==> src/rtl/load_store_unit.sv <==
// Memory stage: turns ALU effective addresses into single request/grant/response
// transactions on the data port, steering byte lanes and extending load data for writeback.
module load_store_unit #(
    parameter int unsigned WIDTH          = 32,
    parameter int unsigned REG_ADDR_WIDTH = 5
) (
    input  logic                      clk,
    input  logic                      rstn,
    input  logic                      exValid,
    output logic                      exReady,
    input  logic                      exStore,
    input  logic [2:0]                exFunct3,
    input  logic [WIDTH-1:0]          exAddr,
    input  logic [WIDTH-1:0]          exWdata,
    input  logic [REG_ADDR_WIDTH-1:0] exRd,
    output logic                      memReq,
    output logic                      memWe,
    output logic [WIDTH-1:0]          memAddr,
    output logic [3:0]                memBe,
    output logic [WIDTH-1:0]          memWdata,
    input  logic                      memGnt,
    input  logic                      memRvalid,
    input  logic [WIDTH-1:0]          memRdata,
    output logic                      wbValid,
    output logic [REG_ADDR_WIDTH-1:0] wbRd,
    output logic [WIDTH-1:0]          wbData,
    output logic                      storeDone,
    output logic                      misalign,
    output logic [WIDTH-1:0]          badAddr
);

    typedef enum logic [1:0] {StIdle, StReq, StWait} state_e;
    typedef enum logic [1:0] {SzByte, SzHalf, SzWord} size_e;

    state_e                    state_q, state_d;
    size_e                     size_q, size_d, ex_size;
    logic                      store_q, store_d;
    logic                      uns_q, uns_d, ex_uns;
    logic [1:0]                off_q, off_d;
    logic [REG_ADDR_WIDTH-1:0] rd_q, rd_d;
    logic [WIDTH-1:0]          mem_addr_q, mem_addr_d;
    logic [3:0]                mem_be_q, mem_be_d, ex_be;
    logic [WIDTH-1:0]          mem_wdata_q, mem_wdata_d, ex_wdata;
    logic                      wb_valid_q, wb_valid_d;
    logic [REG_ADDR_WIDTH-1:0] wb_rd_q, wb_rd_d;
    logic [WIDTH-1:0]          wb_data_q, wb_data_d, ld_ext, ld_shift;
    logic                      store_done_q, store_done_d;
    logic                      misalign_q, misalign_d;
    logic [WIDTH-1:0]          bad_addr_q, bad_addr_d;
    logic                      ex_misaligned;

    // Access decode; unsigned funct3 on a store and reserved encodings fall back to word.
    always_comb begin
        ex_size = SzWord;
        ex_uns  = 1'b0;
        case (exFunct3)
            3'b000: ex_size = SzByte;
            3'b001: ex_size = SzHalf;
            3'b100: begin
                ex_size = exStore ? SzWord : SzByte;
                ex_uns  = ~exStore;
            end
            3'b101: begin
                ex_size = exStore ? SzWord : SzHalf;
                ex_uns  = ~exStore;
            end
            default: ex_size = SzWord;
        endcase
    end

    always_comb begin
        ex_misaligned = 1'b0;
        ex_be         = 4'b1111;
        ex_wdata      = exWdata;
        case (ex_size)
            SzByte: begin
                ex_be    = 4'b0001 << exAddr[1:0];
                ex_wdata = {4{exWdata[7:0]}};
            end
            SzHalf: begin
                ex_misaligned = exAddr[0];
                ex_be         = 4'b0011 << exAddr[1:0];
                ex_wdata      = {2{exWdata[15:0]}};
            end
            default: ex_misaligned = (exAddr[1:0] != 2'b00);
        endcase
    end

    always_comb begin
        ld_shift = memRdata >> {off_q, 3'b000};
        case (size_q)
            SzByte:  ld_ext = uns_q ? {24'b0, ld_shift[7:0]} : {{24{ld_shift[7]}}, ld_shift[7:0]};
            SzHalf:  ld_ext = uns_q ? {16'b0, ld_shift[15:0]}
                                    : {{16{ld_shift[15]}}, ld_shift[15:0]};
            default: ld_ext = memRdata;
        endcase
    end

    always_comb begin
        state_d      = state_q;
        size_d       = size_q;
        store_d      = store_q;
        uns_d        = uns_q;
        off_d        = off_q;
        rd_d         = rd_q;
        mem_addr_d   = mem_addr_q;
        mem_be_d     = mem_be_q;
        mem_wdata_d  = mem_wdata_q;
        wb_valid_d   = 1'b0;
        wb_rd_d      = wb_rd_q;
        wb_data_d    = wb_data_q;
        store_done_d = 1'b0;
        misalign_d   = 1'b0;
        bad_addr_d   = bad_addr_q;
        unique case (state_q)
            StIdle: begin
                if (exValid) begin
                    size_d  = ex_size;
                    store_d = exStore;
                    uns_d   = ex_uns;
                    off_d   = exAddr[1:0];
                    rd_d    = exRd;
                    if (ex_misaligned) begin
                        misalign_d = 1'b1;
                        bad_addr_d = exAddr;
                    end else begin
                        mem_addr_d  = {exAddr[WIDTH-1:2], 2'b00};
                        mem_be_d    = ex_be;
                        mem_wdata_d = ex_wdata;
                        state_d     = StReq;
                    end
                end
            end
            StReq: begin
                if (memGnt) begin
                    if (store_q) begin
                        store_done_d = 1'b1;
                        state_d      = StIdle;
                    end else begin
                        state_d = StWait;
                    end
                end
            end
            StWait: begin
                if (memRvalid) begin
                    wb_valid_d = 1'b1;
                    wb_rd_d    = rd_q;
                    wb_data_d  = ld_ext;
                    state_d    = StIdle;
                end
            end
            default: state_d = StIdle;
        endcase
    end

    always_ff @(posedge clk or negedge rstn) begin
        if (!rstn) begin
            state_q      <= StIdle;
            size_q       <= SzWord;
            store_q      <= 1'b0;
            uns_q        <= 1'b0;
            off_q        <= 2'b00;
            rd_q         <= '0;
            mem_addr_q   <= '0;
            mem_be_q     <= 4'b0000;
            mem_wdata_q  <= '0;
            wb_valid_q   <= 1'b0;
            wb_rd_q      <= '0;
            wb_data_q    <= '0;
            store_done_q <= 1'b0;
            misalign_q   <= 1'b0;
            bad_addr_q   <= '0;
        end else begin
            state_q      <= state_d;
            size_q       <= size_d;
            store_q      <= store_d;
            uns_q        <= uns_d;
            off_q        <= off_d;
            rd_q         <= rd_d;
            mem_addr_q   <= mem_addr_d;
            mem_be_q     <= mem_be_d;
            mem_wdata_q  <= mem_wdata_d;
            wb_valid_q   <= wb_valid_d;
            wb_rd_q      <= wb_rd_d;
            wb_data_q    <= wb_data_d;
            store_done_q <= store_done_d;
            misalign_q   <= misalign_d;
            bad_addr_q   <= bad_addr_d;
        end
    end

    assign exReady   = (state_q == StIdle);
    assign memReq    = (state_q == StReq);
    assign memWe     = (state_q == StReq) & store_q;
    assign memAddr   = mem_addr_q;
    // Lane enables stay registered after a transaction; only memReq qualifies them.
    assign memBe     = mem_be_q;
    assign memWdata  = mem_wdata_q;
    assign wbValid   = wb_valid_q;
    assign wbRd      = wb_rd_q;
    assign wbData    = wb_data_q;
    assign storeDone = store_done_q;
    assign misalign  = misalign_q;
    assign badAddr   = bad_addr_q;

endmodule

==> config.mk <==
export PLATFORM = sky130hd
export DESIGN_NAME = load_store_unit
export DESIGN_NICKNAME = d
export VERILOG_FILES = /design/src/rtl/load_store_unit.sv
export SDC_FILE = /design/constraint.sdc
export NUM_CORES = 1
export LEC_CHECK = 0
export ABC_AREA = 1
export CAP_MARGIN = 20
export CORE_ASPECT_RATIO = 1.1
export CORE_MARGIN = 4
export CORE_UTILIZATION = 45
export CTS_CLUSTER_SIZE = 14
export DETAILED_ROUTE_END_ITERATION = 10
export GPL_TIMING_DRIVEN = 0
export PLACE_DENSITY_LB_ADDON = 0.08
export SYNTH_ARGS = -nofsm -noshare
export SYNTH_HDL_FRONTEND = slang
export SYNTH_SLANG_ARGS = --single-unit
==> constraint.sdc <==
create_clock -name clk -period 1.85 [get_ports clk]
set_input_delay 0.37 -clock clk [delete_from_list [all_inputs] [get_ports clk]]
set_output_delay 0.37 -clock clk [all_outputs]
set_load 0.02 [all_outputs]
; Word-level counts from Yosys, hierarchy flattened
; Cells that the tools add are included.
; Widths: inputs -> output; s select.
[totals]
regBits = 151
in_bits = 110
output_inout_bits = 143
[op_classes]
eq_ne = 11
shifts = 3
muxes = 24
bitwise = 3
reduce_logical = 11
[op_table]
columns = op, count
row1 = $pmux 32 s2, 2
row2 = $mux 32, 2
row3 = $shr 32x5->16, 1
row4 = $mux 2, 7
row5 = $mux 1, 9
row6 = $pmux 2 s4, 1
row7 = $pmux 4 s2, 1
row8 = $eq 2x1->1 const B, 3
row9 = $eq 3x3->1 const B, 2
row10 = $logic_not 2->1, 3
row11 = $ne 2x2->1 const B, 3
row12 = $pmux 2 s3, 1
row13 = $reduce_and 3->1, 2
row14 = $reduce_and 2->1, 2
row15 = $reduce_and 4->1, 1
row16 = $shl 1x2->4 const A, 1
row17 = $shl 2x2->4 const A, 1
row18 = $eq 3x1->1 const B, 1
row19 = $logic_not 3->1, 1
row20 = $eq 2x2->1 const B, 1
row21 = $ne 2x1->1 const B, 1
row22 = $not 1->1, 2
row23 = $pmux 1 s2, 1
row24 = $reduce_bool 2->1, 1
row25 = other kinds (2), 2

; Logic depth before layout (Yosys ltp)
[depth]
ltp_word = 7
mapped_depth = 11
mapped_depth_nobuf = 9

; Worst setup path after synthesis
; OpenSTA, ideal clock, no wires.
[synth_path]
path_kind = reg2out
start = reg state_q[0]
end = out memWe
t_arrival_ps = 1216
slack_ps = 264
stages_incl_launch_ff = 5
path_cell_list = dfrtp_1 -> inv_1 -> nor2_1 -> inv_1 -> nor2_1
[synth_between]
elab_chain_len = 2
[synth_lines]
columns = item, line
row1 = start: declaration, 35  ; state_e state_q, state_d;
row2 = start signal: assignment, 158  ; state_q <= StIdle;
row3 = start signal: assignment, 174  ; state_q <= state_d;
row4 = $eq 2x1->1, n/a
row5 = net memReq, 16  ; output logic memReq,
row6 = $and 1x1->1, 194  ; assign memWe = (state_q == StReq) & store_q;
row7 = end: declaration, 17  ; output logic memWe,
; The timed path passes the listed nets, and every way through them passes these cells.

; Final worst setup path
[layout_path]
start = reg state_q[0]
end = out memReq
[layout_between]
elab_chain_len = 1
[layout_lines]
columns = item, line
row1 = $eq 2x1->1, 193  ; assign memReq = (state_q == StReq);
row2 = end: declaration, 16
; No other way between the ends.

==> results.cfg <==
[die]
dieHeight_um = 139
boundaryPins = 253
fp-row-count = 47
initial_core_util_pct = 46.3
dieArea_mm2 = 0.0177
core_area_mm2 = 0.0152
die_w_um = 127

[final_layout]
final_common_cell = nand2_1
area_delta_synth_final_pct = 47.9
instances_no_fill = 1373
postLayoutCoreUtil_pct = 68.5
nFillCells = 1276
n_antenna_cell = 0
final_cell_area_mm2 = 0.0104
layout-drive-gt1-share_pct = 8.07
layout.nets = 1275
final_cell_mix = nand2_1 (413), clkdlybuf4s50_1 (245), dfrtp_1 (150), o21ai_0 (78), inv_1 (61)

[synth]
synth_seq_area_share_pct = 53.6
yosys_register_bits = 151
yosys_warnings = 0
synth.avg_cell_area_um2 = 7.89
syn_inst = 894
synthDistinctLibCells = 28
synth_area_mm2 = 0.00705

[status]
status = finished, final reports clean

[timing]
tightest_slew_ns = 0.611
maxSlewHeadroom_pct = 59.3
slew_violations = 0
finalWorstSetupSlack_ns = 0.0529
period_needed_ns = 1.80
rsz0062_at_grt = yes
fmax_mhz = 556
timing.final.crit_share_pct = 97.1
hold_viol = 0
setup_viol = 0
clock_skew_ns = 0.00987

[worst_setup_path]
required_ns = 1.48
critical_path.top_delay_family = buffers and inverters
critPathMaxFanout = 3
crit_chain = inv_1 -> nor2_2 -> dlygate4sd2_1
worst-r2r-cell-count = 7
crit_buf_inv = 2
path_class = register to primary output
crit_path_end_kind = primary output
rr_startpoint = state_q[0]$_DFFE_PN0P_
cp_slowest_cell = dfrtp_1
start_kind = register
critical-path-max-stage-delay_ns = 0.39
arrival_ns = 1.43
r2r_end = wbData[20]$_DFFE_PN0P_
r2r_slack_ns = 0.16

[grt]
gr-usage-met3_pct = 8.93
grt_start_max_net_pins = 89
grt_first_pass_wirelength_mm = 35.2
antenna_found_initial = 0
grtUsageMet2_pct = 42.6
top_usage_layer = met2
met1_usage_pct = 29.5
grt_overflow_total = 0
grtUsageTotal_pct = 25.1
grt_pass1_vias = 6792

[place]
dpl-instance-area_mm2 = 0.00983
gp_congestion = 0.868
dpl.hpwl_mm = 16.5
post-place-ws_ns = -0.260
numPortBuffers = 250
place_inst = 1342

[pwr]
ir_drop_v = 0.000723
p_leak_nw = 5.18
powerDensity_mw_per_mm2 = 1460

[routing]
dr.pass1.iters = 5
num_vias = 6785
wl_mm = 22.3
final_antenna_net_count = 0
post_drt_via_cell_ratio = 4.94
drcViolationCount = 0
routedWlPerCell_um = 16.3
dr.first_iter.drc_count = 413

[cts]
cts_root_buf = clkbuf_16
cts.path.max_buffers = 2
cts_tree = yes
htreeDepth = 4
insertion_delay_ns = 0.42
cts_buffers = 17
cts_sinks = 151
path_clk_slew_ns = 0.06

[min_path]
hp-start = memBe[0]$_DFFE_PN0P_
min_to = memBe[0]$_DFFE_PN0P_
hold_depth = 2
hp-class = register to register

[job]
drv_cap = 0
through the flow:
step                hold WS [ns]  total power [W]  setup TNS, ns
global route               0.503           0.0161        -0.0205
global placement           0.458           0.0116        -909.06
detailed placement         0.406           0.0117         -23.99
CTS                        0.480           0.0153              0
finish                     0.474           0.0152              0
floorplan                 0.0744          0.00840              0
layout make-up:
type / count / area (um2) / share of cell area [%]
Buffer: 51 / 328 / 3.14
Inverter: 65 / 244 / 2.34
Sequential cell: 151 / 3780 / 36.2
Clock buffer: 19 / 443 / 4.25
Tap cell: 196 / 245 / 2.35
Clock inverter: 12 / 151 / 1.45
Multi-Input combinational cell: 627 / 2700 / 25.9
Timing Repair Buffer: 252 / 2530 / 24.3
worst min-delay path, stage by stage (launching register included):
cell and delay [ns]:
dfrtp_1 0.35, nand2_1 0.05, nand2_1 0.04
cell families (layout without fill, tap and decap cells):
family	count (synthesis)	after routing	share of synthesized area (%)
AND/OR/NAND/NOR	491	491	28.2
flip-flops	151	151	53.6
AO/OA/AOI/OAI	134	134	10.0
buffers and inverters	117	399	8.16
other	1	2	0.0532
routing by layer:
| layer | vias up | wire length (um) |
|---|---|---|
| met5 | - | 0 |
| met4 | 0 | 613 |
| met3 | 38 | 2090 |
| met2 | 245 | 11100 |
| met1 | 3167 | 8520 |
| li1 | 3335 | - |
flip-flops by register name, summed over array words and instances (netlist names):
register,flops
state_q,2
memBe,4
wbData,32
rd_q,5
storeDone,1
off_q,2
wbValid,1
uns_q,1
badAddr,32
memAddr,30
size_q,2
memWdata,32
misalign,1
wbRd,5
store_q,1
worst max-delay path by stage:
stage,from,end,slack [ns],cells past startpoint
2_1_floorplan,state_q[0]$_DFFE_PN0P_,memWe,0.26,4
3_3_place_gp,rstn,memAddr[15]$_DFFE_PN0P_,-5.90,1
3_5_place_dp,exAddr[0],memAddr[23]$_DFFE_PN0P_,-0.26,10
4_1_cts,state_q[0]$_DFFE_PN0P_,memReq,0.03,3
5_1_grt,state_q[0]$_DFFE_PN0P_,memReq,-0.01,3
6_report,state_q[0]$_DFFE_PN0P_,memReq,0.05,3
cells in the mapped netlist:
| master | n | share of area, % |
|---|---|---|
| o211ai_1 | 7 | 0.75 |
| o21a_1 | 1 | 0.11 |
| inv_2 | 4 | 0.21 |
| inv_1 | 61 | 3.2 |
| a21oi_1 | 35 | 2.5 |
| o21ai_4 | 1 | 0.23 |
| nand3_2 | 3 | 0.43 |
| clkbuf_1 | 19 | 1.0 |
| nand2_1 | 413 | 22 |
| buf_4 | 3 | 0.32 |
| dfstp_2 | 1 | 0.37 |
| or2_2 | 15 | 1.3 |
| dfrtp_1 | 150 | 53 |
| o21ai_0 | 78 | 5.5 |
| nand3_1 | 44 | 3.1 |
| a31oi_1 | 1 | 0.089 |
| nor2_4 | 3 | 0.48 |
| a2bb2oi_1 | 1 | 0.12 |
| or2_0 | 2 | 0.18 |
| clkbuf_2 | 1 | 0.071 |
| conb_1 | 1 | 0.053 |
| nor2_1 | 9 | 0.48 |
| o21ai_1 | 9 | 0.64 |
| buf_2 | 15 | 1.1 |
| nor3_1 | 1 | 0.071 |
| o22ai_1 | 1 | 0.089 |
| nor2_2 | 1 | 0.089 |
| buf_6 | 14 | 2.2 |
power by group:
part,leakage (nW),internal (W),total (W),switching (W)
Clock,0.289,0.00215,0.00352,0.00137
Combinational,3.02,0.00297,0.00659,0.00361
Sequential,1.86,0.00447,0.00509,0.000622
Total,5.18,0.00959,0.0152,0.00561
repair_timing:
action / CTS / global route
hold endpoints to repair: 62 / 0
hold buffers: 1 / 0
setup buffers: 0 / 0
resized for setup: 9 / 2
endpoints found under the setup margin: 4 / 4
Note: power is estimated with default switching activity, not from simulation.
